## src/rtl/fetch_stage.sv

```systemverilog
// IF stage of the 5-stage MIPS pipeline: PC register, next-PC selection and fetch address.
// Branches and jumps are resolved from the ID-stage instruction with delay-slot semantics.
module fetch_stage #(
    parameter logic [31:0] RESET_PC = 32'h0000_3000,
    parameter logic [31:0] IM_BASE  = 32'h0000_3000,
    parameter logic [31:0] IM_SIZE  = 32'h0000_4000
) (
    input  logic        clk,
    input  logic        reset,
    input  logic        IF_EN,
    input  logic [31:0] instr_D,
    input  logic [31:0] a_PC_D,
    input  logic [31:0] rs_val_D,
    input  logic [31:0] rt_val_D,
    input  logic [31:0] i_inst_rdata,
    output logic [31:0] i_inst_addr,
    output logic [31:0] instr_I,
    output logic [31:0] a_PC_I,
    output logic        redirect_D,
    output logic        adel_F
);

    localparam logic [5:0] OP_SPECIAL = 6'b000000;
    localparam logic [5:0] OP_REGIMM  = 6'b000001;
    localparam logic [5:0] OP_J       = 6'b000010;
    localparam logic [5:0] OP_JAL     = 6'b000011;
    localparam logic [5:0] OP_BEQ     = 6'b000100;
    localparam logic [5:0] OP_BNE     = 6'b000101;
    localparam logic [5:0] OP_BLEZ    = 6'b000110;
    localparam logic [5:0] OP_BGTZ    = 6'b000111;
    localparam logic [5:0] FN_JR      = 6'b001000;
    localparam logic [5:0] FN_JALR    = 6'b001001;
    localparam logic [4:0] RT_BLTZ    = 5'b00000;
    localparam logic [4:0] RT_BGEZ    = 5'b00001;

    logic [31:0] r_pc;

    logic [5:0]  w_op;
    logic [4:0]  w_rt;
    logic [5:0]  w_funct;
    logic [31:0] w_imm_sext;
    logic [31:0] w_pc_plus4;
    logic [31:0] w_pc_d_plus4;
    logic [31:0] w_br_target;
    logic [31:0] w_j_target;
    logic [31:0] w_im_end;
    logic signed [31:0] w_rs_s;
    logic        w_br_taken;
    logic        w_is_j;
    logic        w_is_jr;
    logic [31:0] w_npc;

    assign w_op         = instr_D[31:26];
    assign w_rt         = instr_D[20:16];
    assign w_funct      = instr_D[5:0];
    assign w_imm_sext   = {{16{instr_D[15]}}, instr_D[15:0]};
    assign w_pc_plus4   = r_pc + 32'd4;
    assign w_pc_d_plus4 = a_PC_D + 32'd4;
    assign w_br_target  = w_pc_d_plus4 + {w_imm_sext[29:0], 2'b00};
    assign w_j_target   = {w_pc_d_plus4[31:28], instr_D[25:0], 2'b00};
    assign w_rs_s       = signed'(rs_val_D);

    always_comb begin
        w_br_taken = 1'b0;
        unique case (w_op)
            OP_BEQ:    w_br_taken = (rs_val_D == rt_val_D);
            OP_BNE:    w_br_taken = (rs_val_D != rt_val_D);
            OP_BLEZ:   w_br_taken = (w_rs_s <= 0);
            OP_BGTZ:   w_br_taken = (w_rs_s > 0);
            OP_REGIMM: begin
                if (w_rt == RT_BLTZ) begin
                    w_br_taken = (w_rs_s < 0);
                end else if (w_rt == RT_BGEZ) begin
                    w_br_taken = (w_rs_s >= 0);
                end
            end
            default:   w_br_taken = 1'b0;
        endcase
    end

    assign w_is_j  = (w_op == OP_J) || (w_op == OP_JAL);
    assign w_is_jr = (w_op == OP_SPECIAL) && ((w_funct == FN_JR) || (w_funct == FN_JALR));

    always_comb begin
        w_npc = w_pc_plus4;
        if (w_br_taken) begin
            w_npc = w_br_target;
        end else if (w_is_j) begin
            w_npc = w_j_target;
        end else if (w_is_jr) begin
            // jr target is taken verbatim; misalignment surfaces later on adel_F
            w_npc = rs_val_D;
        end
    end

    always_ff @(posedge clk or posedge reset) begin
        if (reset) begin
            r_pc <= RESET_PC;
        end else if (IF_EN) begin
            r_pc <= w_npc;
        end
    end

    assign w_im_end    = IM_BASE + IM_SIZE;
    assign i_inst_addr = r_pc;
    assign a_PC_I      = r_pc;
    assign instr_I     = i_inst_rdata;
    assign redirect_D  = w_br_taken || w_is_j || w_is_jr;
    assign adel_F      = (r_pc[1:0] != 2'b00) || (r_pc < IM_BASE) || (r_pc >= w_im_end);

endmodule
```

## config.mk

```make
export PLATFORM = sky130hd
export DESIGN_NAME = fetch_stage
export DESIGN_NICKNAME = d
export VERILOG_FILES = /design/src/rtl/fetch_stage.sv
export SDC_FILE = /design/constraint.sdc
export NUM_CORES = 1
export LEC_CHECK = 0
export ABC_AREA = 1
export BUFFER_PORTS_ARGS = -buffer_cell sky130_fd_sc_hd__buf_2
export CORE_MARGIN = 5
export CORE_UTILIZATION = 47
export CTS_CLUSTER_SIZE = 40
export DETAILED_ROUTE_END_ITERATION = 8
export PLACE_DENSITY = 0.86
export SYNTH_ARGS = -nofsm -noshare
export SYNTH_HDL_FRONTEND = slang
export SYNTH_SLANG_ARGS = --single-unit
```

## constraint.sdc

```tcl
create_clock -name clk -period 1.7 [get_ports clk]
set_input_delay 0.34 -clock clk [delete_from_list [all_inputs] [get_ports clk]]
set_output_delay 0.34 -clock clk [all_outputs]
set_load 0.05 [all_outputs]
```

==> out/qor.txt, run 1 <==
register area share after synthesis -> 11.30%
clock buffer count from CTS -> 5
Cell Area, Placed -> 0.01028 mm^2
status -> aborted with a tool error
worst_ep kind -> register data pin
Log Error -> [ERROR GRT-0232] Routing congestion too high. Check the congestion heatmap in the GUI.
synth top area cells -> nand2_1 23%, dfrtp_1 11%, nand3_1 8.7%
Mapped Area -> 0.007109 mm^2
clk buf depth -> 2
number of synthesized register bits -> 32
Die W -> 133.0 um
Clock Sinks -> 32
I/O Buffers -> 196
Mapped Cells -> 1,320
YS warnings -> 0
top-count cell post-synth -> nand2_1
leading register cell type out of synthesis -> dfrtp_1
IO Count -> 261
Root Driver -> clkbuf_16
pin count of the biggest net entering global routing -> 33
number of synthesized flops with an enable pin -> 0
grt ovf -> 151
routability cong. -> 1.127
Post-Syn Nets -> 1,521
row count -> 45
Post-synth ARST share -> 100.0%
CTS HTree Levels -> 2
dpl hpwl -> 24.63 mm
Last stage -> 5_1_grt
most common library cells after synthesis -> 437 x nand2_1, 158 x inv_1, 155 x nor2_1
Starting Density -> 47.29%
area leader, netlist -> nand2_1
all-layer global routing usage -> 71.14%
grt repair worst endpoint -> a_PC_I[31]$_DFFE_PP0P_/D
synth unique cells -> 39
syn_area_per_cell -> 5.386 um^2
post-synth top area share -> 23.07%
Die Y-Extent -> 133.0 um
logic make-up after synthesis:
logic type | synth area share [%]
AND/OR/NAND/NOR | 47.78
buffers and inverters | 16.93
AO/OA/AOI/OAI | 10.88
XOR/XNOR | 6.037
adder cells (fa/ha/maj) | 6.793
flip-flops | 11.30
multiplexers | 0.2816
what timing repair did:
| action | in CTS |
|---|---|
| hold buffers | 0 |
| pin swaps | 134 |
| buffers inserted | 31 |
| gates resized for setup | 197 |
| cloned | 0 |
| setup endpoints to repair | 34 |
per-layer routing:
layer	global-route usage [%]	overflow
met1	68.87	1
met5	24.44	0
met3	56.46	6
met4	74.19	61
met2	88.04	83
metrics by stage:
step,hold slack [ns],util (%),setup slack [ns],instances
global placement,0.4453,68.36,-1.361,1912
CTS,0.1546,76.09,-0.9687,1946
floorplan,0.4544,-,-1.055,1320
detailed placement,0.4453,68.36,-1.501,1912
==> run 2, diff against run 1 <==
- CORE_UTILIZATION: 47 -> 40
- CTS_CLUSTER_SIZE: 40 -> not set
- PLACE_DENSITY: 0.86 -> not set
- PLACE_DENSITY_LB_ADDON: not set -> 0.15
- clock period: 1.7 -> 2.2 ns (I/O delays scaled with it)
==> out/qor.txt, run 2 <==
clk buf depth -> 2 (unchanged)
dpl hpwl -> 26.05 mm (+5.8%)
Root Driver -> clkbuf_16
commonest non-fill, non-tap cells in the layout -> 389 x nand2_1, 244 x buf_4, 178 x buf_2
Mapped Cells -> 1,320 (unchanged)
max-slew headroom at the worst pin -> 67.10%
power density cells -> 489.5 mW/mm^2
Final setup viols -> 29
commonest non-fill, non-tap cell in the layout -> nand2_1
max cap viols -> 0
worst hold path class -> in -> async
static leakage -> 0.006148 uW
clock buffer count from CTS -> 5 (unchanged)
grt ovf -> 0
Post-Syn Nets -> 1,521 (unchanged)
diode count -> 0
Clk network pwr share -> 12.6%
Total Power -> 5835 uW
Final period util -> 130.7%
post-route ant nets -> 0
Required @ worst endpoint -> 2.38 ns
XOR/XNOR Fraction of Synth Area -> 6.037% (unchanged)
worst-margin pin slew -> 0.4889 ns
Post-Layout Cell Count -> 1,943
area of the multi-input gates -> 0.006615 mm^2
CP Capture Type -> register
peak supply drop -> 0.7833 mV
routability cong. -> 0.9879 (-12%)
Clock Sinks -> 32 (unchanged)
Clock Skews -> 0.005164 ns
number of global-route vias before repair -> 9,347
Clk pin slew, worst setup/hold paths -> 0.06 ns
worst setup margin -> -0.6762 ns
failing checks -> setup timing
final wirelength -> 34.27 mm
worst skew pair latency -> 0.29 ns
Post-synth ARST share -> 100.0% (unchanged)
simple-gate share of the synthesized area -> 47.78% (unchanged)
minimum clock period -> 2.876 ns
first-pass GRT wire length -> 49.26 mm
Die W -> 143.3 um (+7.8%)
Largest register FFs -> 32
vias per inst -> 5.289
Worst R2R Start -> a_PC_I[12]
Synth Area in Compound Gates -> 10.88% (unchanged)
synth top area cells -> nand2_1 23%, dfrtp_1 11%, nand3_1 8.7%
sequential group share of total power -> 15.8%
count of final hold-check violations -> 0
Mapped Area -> 0.007109 mm^2 (unchanged)
DRC Markers -> 0
DP Cell Count -> 1,890 (-1.2%)
pin count of the biggest net entering global routing -> 42
Core Area -> 0.01736 mm^2
nets -> 1,918
crit path DAT -> 3.06 ns
row count -> 48 (+6.7%)
RSZ-0062 raised after global routing -> yes
Die Area -> 0.02054 mm^2
hold-fix buffers at CTS -> 0 (unchanged)
fmax -> 347.7 MHz
Starting Density -> 40.96% (-6.3 points)
I/O Buffers -> 196 (unchanged)
post-synth top area share -> 23.07% (unchanged)
CTS HTree Levels -> 2 (unchanged)
Vias -> 10,280
worst r2r path cells -> 10
leading register cell type out of synthesis -> dfrtp_1
area leader, netlist -> nand2_1
status -> complete, but fails checks
share of post-route cells with drive strength above 1 -> 43.25%
R2R Setup Slk -> 0.03 ns
initial antenna violation count -> 0
combinational power share -> 71.6%
Sw Ratio -> 54.20%
Crit Path Max Fanout -> 4
internal power -> 2672 uW
number of synthesized flops with an enable pin -> 0 (unchanged)
post-synthesis mux area share -> 0.2816% (unchanged)
Starting DRT DRC Count -> 844
most common library cells after synthesis -> 437 x nand2_1, 158 x inv_1, 155 x nor2_1
number of synthesized register bits -> 32 (unchanged)
TritonCTS clock tree -> yes
Die Y-Extent -> 143.3 um (+7.8%)
count of pins over their slew limit -> 0
DR WL/cell -> 17.64 um
Fillers -> 1,526
synth unique cells -> 39 (unchanged)
all-layer global routing usage -> 30.45%
Synth Area in Adders -> 6.793% (unchanged)
syn_area_per_cell -> 5.386 um^2 (unchanged)
Reg2Reg Capture Point -> a_PC_I[14]
top-count cell post-synth -> nand2_1
largest family of logic cells by synthesized area -> simple AND/OR/NAND/NOR gates
setup TNS -> -12.47 ns
critical path class -> in -> reg
IO Count -> 261 (unchanged)
register area -> 803.3 um^2
Area Overhead vs Synth -> 67.67%
switching pwr -> 3163 uW
YS warnings -> 0 (unchanged)
Pre-Repair DR Iteration Count -> 5
CP Launch Type -> primary input
register area share after synthesis -> 11.30% (unchanged)
## run 2: cell counts after synthesis
Identical to the previous run, type by type.
## run 2: power by group through the flow
stage	combinational, uW	clock (uW)	sequential [uW]
after floorplan	2030	0	1380
after global placement	3510	0	925
after detailed placement	3530	0	927
after CTS	3800	749	916
after global routing	4450	767	942
final	4180	736	923
## run 2: how the worst max path moves through the flow
stage / slack (ns) / endpoint / cells after the start / startpoint
2_1_floorplan: -0.65 / a_PC_I[25] / 20 / a_PC_D[2]
3_3_place_gp: -1.01 / a_PC_I[31] / 20 / a_PC_D[2]
3_5_place_dp: -1.06 / a_PC_I[31] / 20 / a_PC_D[2]
4_1_cts: -0.58 / a_PC_I[31] / 21 / a_PC_D[9]
5_1_grt: -0.85 / a_PC_I[25] / 21 / a_PC_D[7]
6_report: -0.68 / a_PC_I[30] / 19 / a_PC_D[7]
## run 2: critical path: stages
cell	delay (ns)
buf_6	0.07
buf_4	0.10
nand2_2	0.11
nor2_4	0.15
nand4_1	0.19
nor3_2	0.19
nand3_1	0.11
xnor2_1	0.14
ha_1	0.37
nand2_2	0.17
o21ai_1	0.10
buf_4	0.16
a21o_1	0.19
a21oi_2	0.17
nand3b_1	0.13
nand3_2	0.11
nand2_2	0.04
nand2_1	0.05
nand2_1	0.04
## run 2: layer usage
layer	track usage [%]	part of all wire [%]	up-vias
met5	0	0	-
met3	3.161	6.9	85
met1	40.79	42	4795
met2	51.14	46	411
li1	-	-	4986
met4	10.65	4.6	0
## run 2: cell families after synthesis
kind of cell | after synthesis
fa+ha+maj | 38
simple gates | 805
mux | 2
buf+inv | 250
flops | 32
compound gates | 144
xor+xnor | 49
## run 2: layout make-up
cell class                      count  share of cell area [%]
Inverter                          162                   5.143
Clock inverter                      1                 0.06298
Sequential cell                    32                   6.739
Tap cell                          225                   2.362
Timing Repair Buffer              478                   29.00
Clock buffer                        7                   1.197
Multi-Input combinational cell   1038                   55.49
## run 2: repair_timing
item                       4_1_cts  5_1_grt
pin swaps                      104      102
buffers inserted                31       18
gates cloned                     0        1
setup endpoints to repair       27       33
resized for setup              206      157
## run 2: through the flow
stage               area, um^2  utilization, %  setup slack [ns]  hold slack (ns)
finish                   11920           68.68           -0.6762           0.2485
global route             11920           68.68           -0.8534           0.3135
CTS                      11010           63.44           -0.5837           0.2675
detailed placement        9832           56.65            -1.063           0.5243
global placement          9832           56.65            -1.009           0.5216
floorplan                 7298               -           -0.6548           0.5547
(Power assumes the default switching activity.)
